## src/rtl/fetch_sequencer.sv

```systemverilog
// ---------------------------------------------------------------------------
// fetch_sequencer
//
// Front-end fetch control. Keeps the next fetch PC, issues one instruction
// memory request at a time, and hands fetched instructions to decode through
// a registered valid/stall slot. A one-entry skid buffer catches a response
// that arrives while decode is stalled. Execute redirects flush the slot and
// the skid buffer. They also kill any response still in flight.
//
// Ports
//   clk, rst            clock, synchronous active-high reset
//   redirect_valid/pc   taken branch / jump target from execute
//   stall               decode cannot accept; if_* held
//   imem_req/addr       fetch request and word address (addr = pc_q)
//   imem_gnt            request accepted this cycle
//   imem_rvalid/rdata   fetch response
//   if_valid/pc/instr   instruction presented to decode
//   misalign            one-cycle pulse after a misaligned redirect
//
// Build option
//   MISALIGN_TRAP_EN    when defined, a redirect whose target is not word
//                       aligned fetches from TRAP_VECTOR and pulses misalign.
//                       When undefined, the low target bits are dropped and
//                       misalign is tied low.
// ---------------------------------------------------------------------------
module fetch_sequencer #(
    parameter logic [31:0] RESET_VECTOR = 32'h0000_0000,
    parameter logic [31:0] TRAP_VECTOR  = 32'h0000_0100,
    parameter logic [31:0] NOP_INSTR    = 32'h0000_0013
) (
    input  logic        clk,
    input  logic        rst,
    input  logic        redirect_valid,
    input  logic [31:0] redirect_pc,
    input  logic        stall,
    output logic        imem_req,
    output logic [31:0] imem_addr,
    input  logic        imem_gnt,
    input  logic        imem_rvalid,
    input  logic [31:0] imem_rdata,
    output logic        if_valid,
    output logic [31:0] if_pc,
    output logic [31:0] if_instr,
    output logic        misalign
);

    typedef enum logic [1:0] {IDLE, REQ, WAIT} state_e;

    state_e      state_q, state_d;
    logic [31:0] pc_q, pc_d;
    logic        kill_q, kill_d;
    logic        skid_v_q, skid_v_d;
    logic        if_valid_q, if_valid_d;
    logic [31:0] if_pc_q, if_pc_d;
    logic [31:0] if_instr_q, if_instr_d;
    logic [31:0] req_pc_q, req_pc_d;
    logic [31:0] skid_pc_q, skid_pc_d;
    logic [31:0] skid_instr_q, skid_instr_d;

    logic [31:0] redir_tgt;
    logic        redir_mis;
    logic        grant;
    logic        resp_fire;
    logic        resp_ok;
    logic        slot_free;

`ifdef MISALIGN_TRAP_EN
    logic misalign_q;

    always_comb begin
        redir_mis = (redirect_pc[1:0] != 2'b00);
        redir_tgt = redir_mis ? TRAP_VECTOR : redirect_pc;
    end

    always_ff @(posedge clk) begin
        if (rst) begin
            misalign_q <= 1'b0;
        end else begin
            misalign_q <= redirect_valid && redir_mis;
        end
    end

    assign misalign = misalign_q;
`else
    logic unused_cfg;

    assign redir_mis  = 1'b0;
    assign redir_tgt  = {redirect_pc[31:2], 2'b00};
    assign misalign   = 1'b0;
    assign unused_cfg = ^{TRAP_VECTOR, redirect_pc[1:0], redir_mis};
`endif

    assign imem_addr = pc_q;
    assign if_valid  = if_valid_q;
    assign if_pc     = if_pc_q;
    assign if_instr  = if_instr_q;

    // Only a response that arrives while waiting counts; late data seen in
    // IDLE/REQ (e.g. from a transaction abandoned by reset) is ignored.
    assign resp_fire = (state_q == WAIT) && imem_rvalid;
    assign resp_ok   = resp_fire && !kill_q;
    assign slot_free = !if_valid_q || !stall;
    assign grant     = imem_req && imem_gnt;

    always_comb begin
        state_d      = state_q;
        pc_d         = pc_q;
        kill_d       = kill_q;
        skid_v_d     = skid_v_q;
        if_valid_d   = if_valid_q;
        if_pc_d      = if_pc_q;
        if_instr_d   = if_instr_q;
        req_pc_d     = req_pc_q;
        skid_pc_d    = skid_pc_q;
        skid_instr_d = skid_instr_q;
        imem_req     = 1'b0;

        case (state_q)
            IDLE: state_d = REQ;
            REQ: begin
                // Hold off new requests while the skid buffer is occupied so
                // at most two instructions are ever buffered.
                imem_req = !skid_v_q;
                if (grant) begin
                    state_d  = WAIT;
                    pc_d     = pc_q + 32'd4;
                    req_pc_d = pc_q;
                end
            end
            WAIT: begin
                if (resp_fire) begin
                    state_d = REQ;
                    kill_d  = 1'b0;
                end
            end
            default: state_d = IDLE;
        endcase

        // Output slot: skid is always older than a response in the same cycle.
        if (slot_free) begin
            if (skid_v_q) begin
                if_valid_d = 1'b1;
                if_pc_d    = skid_pc_q;
                if_instr_d = skid_instr_q;
                skid_v_d   = 1'b0;
                if (resp_ok) begin
                    skid_v_d     = 1'b1;
                    skid_pc_d    = req_pc_q;
                    skid_instr_d = imem_rdata;
                end
            end else if (resp_ok) begin
                if_valid_d = 1'b1;
                if_pc_d    = req_pc_q;
                if_instr_d = imem_rdata;
            end else begin
                if_valid_d = 1'b0;
                if_instr_d = NOP_INSTR;
            end
        end else if (resp_ok) begin
            skid_v_d     = 1'b1;
            skid_pc_d    = req_pc_q;
            skid_instr_d = imem_rdata;
        end

        // Redirect wins over stall and responses.
        if (redirect_valid) begin
            pc_d       = redir_tgt;
            if_valid_d = 1'b0;
            if_instr_d = NOP_INSTR;
            skid_v_d   = 1'b0;
            case (state_q)
                WAIT: begin
                    // A response landing this very cycle retires the old
                    // request, so nothing is left to kill.
                    state_d = resp_fire ? REQ : WAIT;
                    kill_d  = !resp_fire;
                end
                REQ: begin
                    if (grant) begin
                        state_d = WAIT;
                        kill_d  = 1'b1;
                    end else begin
                        state_d = REQ;
                    end
                end
                default: state_d = REQ;
            endcase
        end
    end

    // Control and decode-visible state
    always_ff @(posedge clk) begin
        if (rst) begin
            state_q    <= IDLE;
            pc_q       <= RESET_VECTOR;
            kill_q     <= 1'b0;
            skid_v_q   <= 1'b0;
            if_valid_q <= 1'b0;
            if_pc_q    <= 32'h0000_0000;
            if_instr_q <= NOP_INSTR;
        end else begin
            state_q    <= state_d;
            pc_q       <= pc_d;
            kill_q     <= kill_d;
            skid_v_q   <= skid_v_d;
            if_valid_q <= if_valid_d;
            if_pc_q    <= if_pc_d;
            if_instr_q <= if_instr_d;
        end
    end

    // Datapath holding registers, qualified by the control state above
    always_ff @(posedge clk) begin
        req_pc_q     <= req_pc_d;
        skid_pc_q    <= skid_pc_d;
        skid_instr_q <= skid_instr_d;
    end

endmodule

```

## config.mk

```make
export PLATFORM = sky130hd
export DESIGN_NAME = fetch_sequencer
export DESIGN_NICKNAME = d
export VERILOG_FILES = /design/src/rtl/fetch_sequencer.sv
export SDC_FILE = /design/constraint.sdc
export NUM_CORES = 1
export LEC_CHECK = 0
export CAP_MARGIN = 20
export CORE_MARGIN = 5
export CORE_UTILIZATION = 35
export CTS_BUF_LIST = sky130_fd_sc_hd__clkbuf_4
export DETAILED_ROUTE_END_ITERATION = 12
export PLACE_DENSITY_LB_ADDON = 0.25
export SYNTH_ARGS = -nofsm -noshare
export SYNTH_HDL_FRONTEND = slang
export SYNTH_SLANG_ARGS = --single-unit
```

## constraint.sdc

```tcl
create_clock -name clk -period 11.45 [get_ports clk]
set_input_delay 1.7175 -clock clk [delete_from_list [all_inputs] [get_ports clk]]
set_output_delay 1.7175 -clock clk [all_outputs]
set_load 0.05 [all_outputs]
```

==> reports/qor.yml <==
initial_core_util_pct: 35.2
yosysTopAreaCell: "edfxtp_1"
drt-wirelength-per-cell_um: 18.1
cp-end-kind: "output port"
ys.flop_type: "dfxtp_1"
ys_seq_area_share_pct: 61.5
finalSetupTns_ps: 0
fin_crit_ps: 4100
cts_buffers: 17
syn-cell-area_um2: 7640
drive_above_1_share_pct: 6.75
cts.htree.levels: 4
syn_to_final_growth_pct: 27.7
vias_per_cell: 5.17
wl_met1_mm: 9.09
dieArea_um2: 24900
cpMaxStageDelayCell: "clkdlybuf4s50_1"
n_fill_cell: 2075
place_area_um2: 9450
antenna_found_initial: 4
status: "completed"
layout_worst_path_cycle_share_pct: 35.8
syn_inst: 659
synthArstFlopShare_pct: 0
multi_input_area_um2: 2640
ys_types: 57
grtUsageTotal_pct: 15.8
fmax_ghz: 0.244
die_w_um: 158
postCtsResizedCells: 0
clk_pin_slew_ps: 170
cap_viol_max_count: 0
final_cell_area_um2: 9760
rsz0062_at_grt: "no"
tritoncts: "done"
relSlewSlack_pct: 36.5
maxSlewViolCount: 0
crit_buf_inv: 2
fin_skew_ps: 20.2
die_y_um: 158
ios: 169
cts_hold_buf: 0
grt_start_max_net_pins: 68
synth_most_common_cell: "dfxtp_1"
hp-class: "reg -> reg"
p_total_mw: 1.42
p_per_area_nw_per_um2: 146
critical_path.cell_chain: "inv_1, ha_1, nor2b_1, clkdlybuf4s50_1"
io_buffers: 161
synth_common_cells: "dfxtp_1 (97), edfxtp_1 (92), nor2_1 (86)"
whs_ps: 470
cts_setup_buffers: 0
antenna_left: 0
top_layer_used: "met5"
cts_buffer_depth: 2
synth_top_area_share_pct: 36.1
synth_area_leaders: "edfxtp_1 (36%), dfxtp_1 (25%), a211oi_1 (4.2%)"
grt_pass1_wl_mm: 30.6
worstMarginPinSlew_ps: 952
yosys_warnings: 0
wl_mm: 19.9
place.gp.congestion: 0.764
worstSkewPairLatency_ps: 580
synth_edf_count: 92
path_max_fanout: 7
coreArea_um2: 21700
vias: 5682
cp.arrival_ps: 2390
vdd_ir_drop_max_uv: 64.8
drt-initial-drc-count: 307
wl_met3_um: 848
cp_top_family: "buffers and inverters"
critPathKind: "reg -> out"
setup_violations: 0
clockRootBuffer: "clkbuf_4"
hold_viol_final: 0
met2_length_mm: 9.76
grt_pass1_vias: 5407
clock-sinks: 189
avgSynthCellArea_um2: 11.6
hpwl_mm: 13.3
leakage_nw: 3.21
crit_required_ps: 9730
ys_ff_latch: 189
rrSetupSlack_ps: 8360
rows: 54
startpoint_type: "register"
fin_nets: 877
seq_area_um2: 4710
drc: 0
cpPeakStageDelay_ps: 830
firstDrtPassIters: 5
grt_overflow: 0
[state kept, by name, summed over array words and instances, names as in the netlist, 2 cells and up]
register,cells
if_instr,32
skid_instr_q,32
if_pc,30
imem_addr,30
req_pc_q,30
skid_pc_q,30
state_q,2
[cell usage in the layout, fill, tap and decap left out, drive strengths merged, types with 13 or more instances in the layout]
master and count:
a221oi 32, mux2i 30, nor3 39, nand2 25, a211oi 43, nand4 13, nand3 14, dfxtp 97
clkdlybuf4s50 160, inv 27, nor2 86, edfxtp 92, clkbuf 17
[metrics by stage]
step | util, % | setup WS, ps | instances
floorplan | - | 5930 | 663
global placement | 43.6 | 7020 | 1063
detailed placement | 43.6 | 7040 | 1063
CTS | 45.0 | 7270 | 1095
global route | 45.0 | 7150 | 1098
finish | 45.0 | 7350 | 1099
[layout make-up]
cell class	instances	share of cell area, %
inverter	19	0.731
antenna	4	0.103
sequential	189	48.2
tap	280	3.59
clock buffer	17	1.31
clock inverter	15	1.79
timing repair buffer	171	17.2
multi-input combinational	404	27.0
[worst reg2reg max path, cell delays in order, from the launching register on]
cell and delay (ps):
dfxtp_4 380, buf_4 390, nand3b_1 600, inv_1 710
buf_4 400, nand4_1 160, xor2_1 160, a211oi_1 220
[power by group]
part | switching [mW] | internal [mW]
clock network | 0.259 | 0.120
registers | 0.0294 | 0.750
logic | 0.166 | 0.0962
[cell families (layout without fill, tap and decap cells)]
kind of cell	Yosys count	count (layout)	synth area share, %
other	1	9	0.0491
buffers and inverters	70	222	4.44
flip-flops	189	189	61.5
AND/OR/NAND/NOR	229	229	15.3
XOR/XNOR	9	9	1.03
multiplexers	30	30	3.93
adder cells (fa/ha/maj)	5	5	0.818
AO/OA/AOI/OAI	126	126	12.9
[final timing paths]
kind	to	from	cells after the start
setup / recovery	imem_req	state_q[1]	4
hold / removal	skid_pc_q[23]	req_pc_q[23]	0
setup reg to reg	imem_addr[6]	skid_v_q	7
hold reg to reg	skid_pc_q[23]	req_pc_q[23]	0
[metal layers]
metal,vias to the layer above,global-route usage [%]
li1,2795,-
met1,2754,21.4
met2,116,25.6
met3,15,3.66
met4,2,4.34
met5,-,0
Note: power is estimated with default switching activity, not from simulation.
